--- config.mk ---
export PLATFORM = sky130hd
export DESIGN_NAME = alu_share_arbiter_flat
export DESIGN_NICKNAME = d
export VERILOG_FILES = /design/src/rtl/alu_share_arbiter_if.sv /design/src/rtl/alu_share_arbiter.sv /design/src/flat_wrapper.sv
export SDC_FILE = /design/constraint.sdc
export NUM_CORES = 1
export LEC_CHECK = 0
export ABC_AREA = 1
export BUFFER_PORTS_ARGS = -buffer_cell sky130_fd_sc_hd__buf_2
export CAP_MARGIN = 20
export CORE_UTILIZATION = 45
export DETAILED_ROUTE_END_ITERATION = 8
export PLACE_DENSITY = 0.66
export SLEW_MARGIN = 20
export SYNTH_ARGS = -nofsm -noshare
export SYNTH_HDL_FRONTEND = slang
export SYNTH_SLANG_ARGS = --single-unit
--- constraint.sdc ---
create_clock -name clk -period 5 [get_ports clk]
set_input_delay 0.75 -clock clk [delete_from_list [all_inputs] [get_ports clk]]
set_output_delay 0.75 -clock clk [all_outputs]
set_load 0.01 [all_outputs]
--- src/rtl/alu_share_arbiter_if.sv ---
// ----------------------------------------------------------------------------
// alu_share_arbiter_if
//   Bundles the request and response channels of the two ALU requesters.
//   The requesters drive the "master" side and the arbiter uses the "slave"
//   side.
//
//   Signals (bit / index i = requester i):
//     req_valid[1:0]      requester has an operation to issue
//     req_ready[1:0]      arbiter accepts the request this cycle
//     reqN_a, reqN_b      32-bit SrcA / SrcB operands
//     reqN_shamt          5-bit shift amount
//     reqN_ctrl           8-bit ALU op code (`aluXxx)
//     resp_valid[1:0]     result buffer i holds an undelivered result
//     resp_ready[1:0]     requester i consumes its result this cycle
//     respN_result        buffered ALU result
//     respN_zero          buffered zero flag
//     grant[1:0]          one-hot winner of this cycle (0 when none)
// ----------------------------------------------------------------------------
interface alu_share_arbiter_if;
    logic [1:0]  req_valid;
    logic [1:0]  req_ready;
    logic [31:0] req0_a;
    logic [31:0] req1_a;
    logic [31:0] req0_b;
    logic [31:0] req1_b;
    logic [4:0]  req0_shamt;
    logic [4:0]  req1_shamt;
    logic [7:0]  req0_ctrl;
    logic [7:0]  req1_ctrl;
    logic [1:0]  resp_valid;
    logic [1:0]  resp_ready;
    logic [31:0] resp0_result;
    logic [31:0] resp1_result;
    logic        resp0_zero;
    logic        resp1_zero;
    logic [1:0]  grant;

    modport master (
        output req_valid, req0_a, req1_a, req0_b, req1_b,
               req0_shamt, req1_shamt, req0_ctrl, req1_ctrl, resp_ready,
        input  req_ready, resp_valid, resp0_result, resp1_result,
               resp0_zero, resp1_zero, grant
    );

    modport slave (
        input  req_valid, req0_a, req1_a, req0_b, req1_b,
               req0_shamt, req1_shamt, req0_ctrl, req1_ctrl, resp_ready,
        output req_ready, resp_valid, resp0_result, resp1_result,
               resp0_zero, resp1_zero, grant
    );
endinterface

--- src/rtl/alu_share_arbiter.sv ---
// ----------------------------------------------------------------------------
// alu_share_arbiter
//   Shares one combinational ALU between two requesters (e.g. the EX stage
//   and an iterative mult/div/branch-compare helper). Round-robin arbitration,
//   one accept per cycle, result registered into a one-entry buffer per
//   requester (request-to-resp_valid latency of one cycle).
//
//   Ports:
//     clk        system clock, rising edge
//     reset      synchronous, active-high reset
//     bus        alu_share_arbiter_if.slave (request/response channels, grant)
//   Optional ports (macro ALU_ARB_STATS_EN defined):
//     gnt_cnt0   saturating count of accepts for requester 0
//     gnt_cnt1   saturating count of accepts for requester 1
//     stall_cnt  saturating count of cycles where some valid request was
//                not accepted
//
//   Parameter:
//     CNT_W      width of the statistics counters
//
//   Build option: define ALU_ARB_STATS_EN to add the statistics counters.
// ----------------------------------------------------------------------------

`ifndef aluAdd
`define aluAdd 8'h00
`define aluSub 8'h01
`define aluAnd 8'h02
`define aluOr  8'h03
`define aluXor 8'h04
`define aluNor 8'h05
`define aluSll 8'h06
`define aluSrl 8'h07
`define aluSra 8'h08
`define aluEq  8'h09
`define aluLt  8'h0A
`define aluLe  8'h0B
`define aluGt  8'h0C
`define aluGe  8'h0D
`endif

module alu_share_arbiter #(
    parameter int CNT_W = 16
) (
    input  logic                   clk,
    input  logic                   reset,
    alu_share_arbiter_if.slave     bus
`ifdef ALU_ARB_STATS_EN
    ,
    output logic [CNT_W-1:0]       gnt_cnt0,
    output logic [CNT_W-1:0]       gnt_cnt1,
    output logic [CNT_W-1:0]       stall_cnt
`endif
);

    if (CNT_W < 1) begin : g_bad_cnt_w
        $error("CNT_W must be at least 1");
    end

    // ------------------------------------------------------------------
    // Shared ALU. Shifts operate on SrcB; compares are unsigned and
    // return 0/1. Unknown op codes yield 0, so zero comes out as 1.
    // ------------------------------------------------------------------
    function automatic logic [31:0] alu_eval(
        input logic [7:0]  ctrl,
        input logic [31:0] a,
        input logic [31:0] b,
        input logic [4:0]  shamt
    );
        logic [31:0] r;
        r = 32'd0;
        case (ctrl)
            `aluAdd: r = a + b;
            `aluSub: r = a - b;
            `aluAnd: r = a & b;
            `aluOr:  r = a | b;
            `aluXor: r = a ^ b;
            `aluNor: r = ~(a | b);
            `aluSll: r = b << shamt;
            `aluSrl: r = b >> shamt;
            `aluSra: r = $unsigned($signed(b) >>> shamt);
            `aluEq:  r = {31'd0, (a == b)};
            `aluLt:  r = {31'd0, (a <  b)};
            `aluLe:  r = {31'd0, (a <= b)};
            `aluGt:  r = {31'd0, (a >  b)};
            `aluGe:  r = {31'd0, (a >= b)};
            default: r = 32'd0;
        endcase
        return r;
    endfunction

    logic [1:0]  resp_valid_q;
    logic [31:0] result0_q;
    logic [31:0] result1_q;
    logic        zero0_q;
    logic        zero1_q;
    logic        last_grant_q;

    logic [1:0]  slot_free;
    logic [1:0]  eligible;
    logic [1:0]  grant_c;

    logic [7:0]  alu_ctrl;
    logic [31:0] alu_a;
    logic [31:0] alu_b;
    logic [4:0]  alu_shamt;
    logic [31:0] alu_result;
    logic        alu_zero;

    // A slot is free when empty or when its result is drained this cycle,
    // which lets a requester refill its buffer back-to-back.
    always_comb begin
        slot_free = ~resp_valid_q | bus.resp_ready;
        eligible  = bus.req_valid & slot_free;
        grant_c   = 2'b00;
        if (!reset) begin
            if (eligible == 2'b11) begin
                // Priority goes to whoever did not win last.
                grant_c = last_grant_q ? 2'b01 : 2'b10;
            end else begin
                grant_c = eligible;
            end
        end
    end

    always_comb begin
        alu_ctrl  = bus.req0_ctrl;
        alu_a     = bus.req0_a;
        alu_b     = bus.req0_b;
        alu_shamt = bus.req0_shamt;
        if (grant_c[1]) begin
            alu_ctrl  = bus.req1_ctrl;
            alu_a     = bus.req1_a;
            alu_b     = bus.req1_b;
            alu_shamt = bus.req1_shamt;
        end
    end

    assign alu_result = alu_eval(alu_ctrl, alu_a, alu_b, alu_shamt);
    assign alu_zero   = (alu_result == 32'd0);

    always_ff @(posedge clk) begin
        if (reset) begin
            resp_valid_q <= 2'b00;
            result0_q    <= 32'd0;
            result1_q    <= 32'd0;
            zero0_q      <= 1'b0;
            zero1_q      <= 1'b0;
            last_grant_q <= 1'b1;
        end else begin
            // A new accept wins over a same-cycle drain: buffer stays full.
            resp_valid_q[0] <= grant_c[0] | (resp_valid_q[0] & ~bus.resp_ready[0]);
            resp_valid_q[1] <= grant_c[1] | (resp_valid_q[1] & ~bus.resp_ready[1]);
            if (grant_c[0]) begin
                result0_q <= alu_result;
                zero0_q   <= alu_zero;
            end
            if (grant_c[1]) begin
                result1_q <= alu_result;
                zero1_q   <= alu_zero;
            end
            if (|grant_c) begin
                last_grant_q <= grant_c[1];
            end
        end
    end

    assign bus.grant        = grant_c;
    assign bus.req_ready    = grant_c;
    assign bus.resp_valid   = resp_valid_q;
    assign bus.resp0_result = result0_q;
    assign bus.resp1_result = result1_q;
    assign bus.resp0_zero   = zero0_q;
    assign bus.resp1_zero   = zero1_q;

`ifdef ALU_ARB_STATS_EN
    logic [CNT_W-1:0] gnt_cnt0_q;
    logic [CNT_W-1:0] gnt_cnt1_q;
    logic [CNT_W-1:0] stall_cnt_q;
    logic             stall_c;

    assign stall_c = |(bus.req_valid & ~grant_c);

    always_ff @(posedge clk) begin
        if (reset) begin
            gnt_cnt0_q  <= '0;
            gnt_cnt1_q  <= '0;
            stall_cnt_q <= '0;
        end else begin
            if (grant_c[0] && (gnt_cnt0_q != '1)) begin
                gnt_cnt0_q <= gnt_cnt0_q + 1'b1;
            end
            if (grant_c[1] && (gnt_cnt1_q != '1)) begin
                gnt_cnt1_q <= gnt_cnt1_q + 1'b1;
            end
            if (stall_c && (stall_cnt_q != '1)) begin
                stall_cnt_q <= stall_cnt_q + 1'b1;
            end
        end
    end

    assign gnt_cnt0  = gnt_cnt0_q;
    assign gnt_cnt1  = gnt_cnt1_q;
    assign stall_cnt = stall_cnt_q;
`endif

endmodule

--- src/flat_wrapper.sv ---
// flat-port wrapper written by rule: the top's interface ports become plain ports
module alu_share_arbiter_flat 
#(
    parameter int CNT_W = 16
)
  (clk, reset, bus_req_valid, bus_req0_a, bus_req1_a, bus_req0_b, bus_req1_b, bus_req0_shamt, bus_req1_shamt, bus_req0_ctrl, bus_req1_ctrl, bus_resp_ready, bus_req_ready, bus_resp_valid, bus_resp0_result, bus_resp1_result, bus_resp0_zero, bus_resp1_zero, bus_grant);
  alu_share_arbiter_if bus_i ();
  input  logic clk;
  input  logic reset;
  input wire logic [$bits(bus_i.req_valid)-1:0] bus_req_valid;
  input wire logic [$bits(bus_i.req0_a)-1:0] bus_req0_a;
  input wire logic [$bits(bus_i.req1_a)-1:0] bus_req1_a;
  input wire logic [$bits(bus_i.req0_b)-1:0] bus_req0_b;
  input wire logic [$bits(bus_i.req1_b)-1:0] bus_req1_b;
  input wire logic [$bits(bus_i.req0_shamt)-1:0] bus_req0_shamt;
  input wire logic [$bits(bus_i.req1_shamt)-1:0] bus_req1_shamt;
  input wire logic [$bits(bus_i.req0_ctrl)-1:0] bus_req0_ctrl;
  input wire logic [$bits(bus_i.req1_ctrl)-1:0] bus_req1_ctrl;
  input wire logic [$bits(bus_i.resp_ready)-1:0] bus_resp_ready;
  output wire logic [$bits(bus_i.req_ready)-1:0] bus_req_ready;
  output wire logic [$bits(bus_i.resp_valid)-1:0] bus_resp_valid;
  output wire logic [$bits(bus_i.resp0_result)-1:0] bus_resp0_result;
  output wire logic [$bits(bus_i.resp1_result)-1:0] bus_resp1_result;
  output wire logic [$bits(bus_i.resp0_zero)-1:0] bus_resp0_zero;
  output wire logic [$bits(bus_i.resp1_zero)-1:0] bus_resp1_zero;
  output wire logic [$bits(bus_i.grant)-1:0] bus_grant;
  assign bus_i.req_valid = bus_req_valid;
  assign bus_i.req0_a = bus_req0_a;
  assign bus_i.req1_a = bus_req1_a;
  assign bus_i.req0_b = bus_req0_b;
  assign bus_i.req1_b = bus_req1_b;
  assign bus_i.req0_shamt = bus_req0_shamt;
  assign bus_i.req1_shamt = bus_req1_shamt;
  assign bus_i.req0_ctrl = bus_req0_ctrl;
  assign bus_i.req1_ctrl = bus_req1_ctrl;
  assign bus_i.resp_ready = bus_resp_ready;
  assign bus_req_ready = bus_i.req_ready;
  assign bus_resp_valid = bus_i.resp_valid;
  assign bus_resp0_result = bus_i.resp0_result;
  assign bus_resp1_result = bus_i.resp1_result;
  assign bus_resp0_zero = bus_i.resp0_zero;
  assign bus_resp1_zero = bus_i.resp1_zero;
  assign bus_grant = bus_i.grant;
  alu_share_arbiter #(.CNT_W(CNT_W)) u_core (.clk(clk), .reset(reset), .bus(bus_i));
endmodule
# Word level (Yosys, flattened, before mapping)
# Index checks and enable logic that the tools add are counted.
# totals
output_inout_bits	72
ff_bits	69
inputBits	160
# op_classes
n_lt_le_gt_ge	4
bitwise_logic	13
reduce_logical	3
shifts	3
eq_ne	15
mux	8
addsub	2
# ops
operator	count
32-bit case mux with 14 select lines	1
32-bit 2-to-1 mux	2
8-bit by 4-bit == test with 1-bit output, second input constant	6
32-bit adder	1
32-bit AND	1
32-bit == test	1
8-bit by 3-bit == test with 1-bit output, second input constant	4
32-bit >= comparator	1
32-bit > comparator	1
32-bit <= comparator	1
32-bit zero test	1
32-bit less-than comparator	1
32-bit inverter	1
32-bit bitwise OR	1
32-bit by 5-bit left shift with 32-bit output	1
32-bit by 5-bit >> shifter with 32-bit output	1
32-bit by 5-bit >>> shifter with 32-bit output	1
32-bit subtractor	1
32-bit XOR	1
8-bit by 2-bit == test with 1-bit output, second input constant	2
8-bit by 1-bit == test with 1-bit output, second input constant	1
8-bit zero test	1
8-bit 2-to-1 mux	1
2-bit 2-to-1 mux	3
other kinds (9)	12

# Longest topological paths before layout
# Gate-level depths: netlist (run 1).
# logic_depth
word_depth	11
depth_mapped	36
depth_no_buf	33

# Least setup slack after synthesis (run 1)
# Ideal clock, no wire load.
# synth_timing
path_type	input-to-reg
from	input bus_resp_ready[0]
to	register u_core.zero0_q (netlist: u_core.bus.resp0_zero)
arrival_time_ps	4495
path_stages	27
setup_ps	70
required_ps	4930
path_buffers	4
path_slack_ps	435
path_cell_list	inv_1 -> nand2_2 -> nand3_2 -> nand2_4 -> buf_6 -> buf_4 -> clkbuf_1 -> clkbuf_1 -> o21ai_0 -> ha_1 -> fa_1 -> o21ai_0 -> inv_1 -> o21ai_0 -> a21oi_1 -> nand3b_1 -> nand2_1 -> nand2_1 -> nand3_1 -> nand3_1 -> nor2_1 -> nand2_1 -> nor2_1 -> nand2_1 -> nor2_1 -> nand2_1 -> a21oi_1
# synth_between
elab_chain_len	10
elab_cells_between_ends	39
cone_classes	add/sub (2); order compare (4); eq/ne (15); shift (3); mux (7); bitwise (6); reduce/logical (2)
# synth_rtl
item	line_no	text
start: declaration	flat_wrapper.sv:19	input wire logic [$bits(bus_i.resp_ready)-1:0] bus_resp_ready;
2-bit bitwise OR *	alu_share_arbiter.sv:112	slot_free = ~resp_valid_q | bus.resp_ready;
2-bit AND *	alu_share_arbiter.sv:113	eligible = bus.req_valid & slot_free;
2-bit == test	alu_share_arbiter.sv:116	if (eligible == 2'b11) begin
2-bit 2-to-1 mux *	alu_share_arbiter.sv:116	
2-bit 2-to-1 mux *	alu_share_arbiter.sv:115	if (!reset) begin
branches (longest 5 deep; another with 32-bit subtractor)	-	
end signal: assignment	alu_share_arbiter.sv:155	zero0_q <= alu_zero;
end: declaration	alu_share_arbiter.sv:94	logic zero0_q;
# Mark *: on every way between the ends.
# A chain may end at the register's enable or synchronous reset.

# Worst setup path in the final report (run 1)
# layout_timing
from	input bus_resp_ready[1]
to	register u_core.zero0_q (netlist: u_core.bus.resp0_zero)
# The elaborated chain is that of the path after synthesis.

==> metrics.cfg, run 1 <==
[run_status]
status = complete, no violations

[yosys]
synth_compound_area_frac = 0.170
synth.mux.area_fraction = 0
synth_xor_area_frac = 0.00962
ys_types = 53
synthAdderAreaFrac = 0.0946
synth_simple_gate_area_frac = 0.489
netlist_instances = 2582
synth_top_family_by_area = simple AND/OR/NAND/NOR gates
async_flop_share = 0
ys_seq_area_frac = 0.101
ys_ff_latch = 69
syn_area_per_cell_um2 = 5.29
yosys_most_used_dff = dfxtp_1
netlist_area_mm2 = 0.0137
synth_edf_count = 0
yosys_warnings = 0
syn-num-nets = 2844

[routing]
drt_iter0_drc = 2816
dr_wl_met2_um = 28200
vias = 19386
dr.max_layer_used = met4
drtAntennaViolNets = 0
remaining_drc_errors = 0
viasPerCell = 5.94
met3_length_um = 9050
first_pass_iters = 8
postRouteWirelength_um = 69900
met1_length_um = 28900
avgRoutedWirePerCell_um = 21.4

[timing]
worstMarginPinSlew_ns = 1.06
max_freq_mhz = 211
setup_tns_ns = 0
hold_viol = 0
finalCriticalPeriod_ns = 4.74
postLayoutSetupSlackWorst_ns = 0.259
drv_slew = 0
slew_headroom = 0.295
min_period_over_period = 0.948
whs_ns = 0.481
clock_skew_ns = 0.00590
setup_violations = 0

[placement]
finalWeightedCongestion = 1.16
dp_hpwl_um = 57800
post-place-ws_ns = 0.0752
placed_area_mm2 = 0.0160
dp_cells = 3244
port-buffer-count = 231

[grt]
grt_max_degree = 66
grt_pass1_vias = 17498
grt_use_total = 0.441
overflow = 0
grt_pass1_wl_um = 103000
antenna_found_initial = 0

[worst_setup_path]
start_kind = input port
critPathKind = in2reg
crit_fanout = 35
rrSetupSlack_ns = 0.45
cp.required_ns = 5.27
cpPeakStageDelay_ns = 0.39
cp-end-kind = flip-flop
path_buf_inv = 5
crit_arrival_ns = 5.02
critPathSlowestCell = ha_1
critical_path.top_delay_family = simple AND/OR/NAND/NOR gates

[die]
die_area_mm2 = 0.0310
io_pins = 232
rows = 63
die_w_um = 176
start_util = 0.459
core_mm2 = 0.0297
die_h_um = 176

[layout]
syn_to_final_growth_pct = 19.8
nNetsFinal = 3127
stdcell_area_mm2 = 0.0164
mostFrequentLayoutCells = nand2_1, nand3_1, inv_1
layout.cells.non_filler = 3261
final_util = 0.550
final_common_cell = nand2_1
drive_above_1_share = 0.162

[clock_network]
cts_made_buffers = 9
cts_max_path_buffers = 2
cts_resized = 0
clk_pin_slew_ns = 0.06
cts_root_buf = clkbuf_16
cts_tree = built
clock_sinks = 69
cts_setup_buffers = 0
clock_latency_ns = 0.34
ctsHoldBuffers = 0
htreeDepth = 3

[power_and_ir_drop]
p_total_mw = 3.57
power.density_mw_per_mm2 = 219
peakVddDrop_uv = 164
power.leakage_nw = 9.20

[flow_run]
drv_cap = 0

[worst_hold_path]
hp-class = reg2reg

## Yosys cell counts, types with 10 or more instances
cell type / instances / area [um^2]
inv_1: 316 / 1190
xor2_1: 15 / 131
buf_4: 18 / 135
nand4_1: 28 / 175
o211ai_1: 34 / 255
a21oi_1: 149 / 746
o21ai_0: 169 / 846
o21ai_1: 11 / 55.1
clkbuf_1: 55 / 206
nand2_1: 756 / 2840
nor3_1: 27 / 135
nand3b_1: 39 / 293
nor2_1: 172 / 646
buf_2: 43 / 215
nand2_2: 10 / 62.6
ha_1: 100 / 1250
o22ai_1: 14 / 87.6
nand3_1: 466 / 2330
dfxtp_1: 69 / 1380
## registers in the layout (all words and copies together), names as in the netlist
name and count:
u_core.bus.resp0_zero 1, u_core.bus.resp1_zero 1, u_core.bus.resp_valid 2, u_core.bus.resp0_result 32
u_core.last_grant_q 1, u_core.bus.resp1_result 32
## final timing paths
path	startpoint	to	cells past startpoint
hold / removal	u_core.bus.resp1_zero	u_core.bus.resp1_zero	2
setup reg to reg	u_core.bus.resp_valid[1]	u_core.bus.resp0_zero	26
hold reg to reg	u_core.bus.resp1_zero	u_core.bus.resp1_zero	2
setup / recovery	bus_resp_ready[1]	u_core.bus.resp0_zero	28
## cells by family (layout without fill, tap and decap cells)
family,count (synthesis),count (layout)
flip-flops,69,69
XOR/XNOR,15,15
AO/OA/AOI/OAI,417,417
buffers and inverters,455,743
other,0,1
adder cells (fa/ha/maj),102,102
AND/OR/NAND/NOR,1524,1524
## report_power, final
group / switching, mW / internal, mW / leakage [nW]
clock network: 0.270 / 0.445 / 0.163
registers: 0.0251 / 0.595 / 0.569
logic: 1.52 / 0.722 / 8.47
## layout make-up
cell class	instances	area (um^2)
Clock buffer	9	225
Fill cell	3159	13400
Timing Repair Buffer	399	2470
Clock inverter	7	106
Multi-Input combinational cell	2058	10400
Tap cell	390	488
Inverter	328	1230
Sequential cell	69	1380
Antenna cell	1	2.50
## worst reg2reg max path, cell delays in order (launching register included)
cell,delay [ns]
dfxtp_1,0.31
nand2_2,0.09
nand2_2,0.06
nor2_4,0.12
nand2_4,0.14
buf_12,0.21
buf_12,0.18
o21ai_0,0.26
ha_1,0.39
a21oi_1,0.30
o21ai_0,0.21
nand2_1,0.21
nand2_1,0.11
a21oi_1,0.35
o21bai_1,0.17
nor2_1,0.12
nor2_1,0.04
nand2_1,0.22
nand3_1,0.11
nor2_1,0.18
buf_4,0.16
nand3_1,0.08
nor2_1,0.13
nand2_1,0.06
nor2_1,0.09
nand2_1,0.08
a21oi_1,0.11
## per-layer routing
metal / global-route usage / up-vias
li1: - / 9038
met1: 0.593 / 8892
met2: 0.647 / 1270
met3: 0.123 / 186
met4: 0.200 / 0
met5: 0 / -
No activity file was read; power rests on OpenSTA's default activity.
==> run 2: changes to the inputs <==
--- a/config.mk
+++ b/config.mk
@@ -8,6 +8,7 @@
 export ABC_AREA = 1
 export BUFFER_PORTS_ARGS = -buffer_cell sky130_fd_sc_hd__buf_2
 export CAP_MARGIN = 20
+export CORE_MARGIN = 5
 export CORE_UTILIZATION = 45
 export DETAILED_ROUTE_END_ITERATION = 8
 export PLACE_DENSITY = 0.66
==> run 2 against run 1 <==
Non-clock buffer count is 29 lower. Combinational power barely moved. Wire length increased by 1.6%. Total power shrank 3.3%. First-iteration DRC count fell by 8.2%. Core utilization is 1.0 points lower. Register-to-register slack worse by 0.12 ns. Setup slack got worse by 0.13 ns. Clock-buffer cell count did not move. Sequential power barely moved. Clock power shrank 13%. Critical endpoint unchanged. Highest routed layer unchanged.
==> metrics.cfg, run 2 (synthesis results as in run 1) <==
[run_status]
status = complete, no violations

[routing]
vias = 19275  ; -0.57%
drtAntennaViolNets = 0  ; unchanged
drt_iter0_drc = 2585  ; -8.2%
first_pass_iters = 6  ; -2
avgRoutedWirePerCell_um = 22.0  ; +2.5%
postRouteWirelength_um = 70900  ; +1.6%
remaining_drc_errors = 0  ; unchanged
viasPerCell = 5.97  ; +0.38%

[placement]
placed_area_mm2 = 0.0158  ; -1.4%
dp_cells = 3214  ; -0.92%
post-place-ws_ns = -0.200  ; -0.275 ns
port-buffer-count = 231  ; unchanged
finalWeightedCongestion = 1.14  ; -1.4%
dp_hpwl_um = 58200  ; +0.78%

[power_and_ir_drop]
p_total_mw = 3.46  ; -3.3%
peakVddDrop_uv = 134  ; -19%
power.density_mw_per_mm2 = 215  ; -1.7%
power.leakage_nw = 9.04  ; -1.8%

[worst_hold_path]
hp-class = reg2reg

[grt]
grt_max_degree = 67  ; +1.5%
grt_pass1_wl_um = 105000  ; +2.0%
antenna_found_initial = 0  ; unchanged
grt_pass1_vias = 17634  ; +0.78%
grt_use_total = 0.402  ; -0.0388
overflow = 0  ; unchanged

[worst_setup_path]
critPathKind = in2reg
endpoint = u_core.bus.resp0_zero
crit_start = bus_resp_ready[1]
cp-end-kind = flip-flop
cpMostUsedCell = nand2_1
r2r_start = u_core.bus.resp_valid[1]
crit_arrival_ns = 5.14  ; +0.12 ns
rrSetupSlack_ns = 0.33  ; -0.12 ns
start_kind = input port
cp.required_ns = 5.26  ; about the same
worst_r2r_path_depth = 25  ; -3.8%
worstReg2RegEnd = u_core.bus.resp0_zero
cpPeakStageDelay_ns = 0.43  ; +0.04 ns
crit_fanout = 23  ; -34%
critPathSlowestCell = o21ai_0

[die]
io_pins = 232  ; unchanged
die_h_um = 184  ; +4.5%
start_util = 0.458  ; -0.00122
core_mm2 = 0.0298  ; +0.27%
rows = 63  ; unchanged
die_w_um = 184  ; +4.5%
die_area_mm2 = 0.0339  ; +9.3%

[layout]
mostFrequentLayoutCells = nand2_1, nand3_1, inv_1
nNetsFinal = 3098  ; -0.93%
multi_input_area_mm2 = 0.0105  ; about the same
final_util = 0.540  ; -0.0101
fill_cells = 3233  ; +2.3%
ff_latch_area_mm2 = 0.00138  ; unchanged
antenna_cells = 0  ; -1
syn_to_final_growth_pct = 17.9
stdcell_area_mm2 = 0.0161  ; -1.6%
layout.cells.non_filler = 3230  ; -0.95%
final_common_cell = nand2_1
drive_above_1_share = 0.153  ; -0.00885

[clock_network]
clock_latency_ns = 0.33  ; about the same
cts_root_buf = clkbuf_16
cts_made_buffers = 9  ; unchanged
htreeDepth = 3  ; unchanged
cts_max_path_buffers = 2  ; unchanged
clk_pin_slew_ns = 0.06  ; about the same
cts_tree = built
ctsHoldBuffers = 0  ; unchanged
clock_sinks = 69  ; unchanged

[timing]
rsz0062_at_grt = no
drv_slew = 0  ; unchanged
min_period_over_period = 0.975  ; +0.0269
clock_skew_ns = 0.00681  ; +0.000905 ns
worstMarginPinSlew_ns = 0.882  ; -0.175 ns
hold_viol = 0  ; unchanged
postLayoutSetupSlackWorst_ns = 0.125  ; -0.134 ns
max_freq_mhz = 205  ; -2.8%
setup_tns_ns = 0  ; unchanged
setup_violations = 0  ; unchanged
finalCriticalPeriod_ns = 4.88  ; +0.134 ns
whs_ns = 0.498  ; +0.0162 ns
slew_headroom = 0.410  ; +0.115

[flow_run]
drv_cap = 0  ; unchanged

-- run 2: cell types whose count changed in the layout (fill, tap and decap cells not counted), moves of 2 or more --
cell,previous run,this run
clkinv_2,0,2
buf_4,163,134
clkinvlp_4,0,2
clkinv_4,2,0
-- run 2: worst max-delay path: cells and delay by family --
kind | cells | cell delay [ns]
adders and majority gates | 1 | 0.33
and+or+nand+nor | 16 | 2.02
buffers and inverters | 4 | 0.57
AOI/OAI and AO/OA | 6 | 1.44
-- run 2: cell type report --
class / count / share of cell area
clock buffer: 9 / 0.0140
clock inverter: 6 / 0.00396
inverter: 328 / 0.0766
multi-input combinational: 2058 / 0.650
sequential: 69 / 0.0858
tap: 390 / 0.0303
timing repair buffer: 370 / 0.140
-- run 2: per-layer routing --
metal | global-route usage | part of all wire
met1 | 0.570 | 0.41
met2 | 0.592 | 0.41
met3 | 0.0833 | 0.13
met4 | 0.163 | 0.054
met5 | 0 | 0
-- run 2: power breakdown --
part	switching (mW)	internal, mW
logic	1.53	0.685
clock network	0.241	0.383
registers	0.0254	0.596
total	1.79	1.66
-- run 2: how the worst min path moves through the flow --
stage | start | to | slack, ns | cells past startpoint
after global routing | u_core.bus.resp0_result[0] | u_core.bus.resp0_result[0] | 0.52 | 2
after floorplan | u_core.bus.resp1_zero | u_core.bus.resp1_zero | 0.50 | 2
after detailed placement | u_core.bus.resp0_result[13] | u_core.bus.resp0_result[13] | 0.48 | 2
after global placement | u_core.bus.resp0_result[7] | u_core.bus.resp0_result[7] | 0.48 | 2
final | u_core.bus.resp1_zero | u_core.bus.resp1_zero | 0.50 | 2
after CTS | u_core.bus.resp1_zero | u_core.bus.resp1_zero | 0.50 | 2
-- run 2: what timing repair did --
action / 4_1_cts / 5_1_grt
setup buffers: 0 / 0
endpoints found under the setup margin: 0 / 4
gates resized for setup: 0 / 6
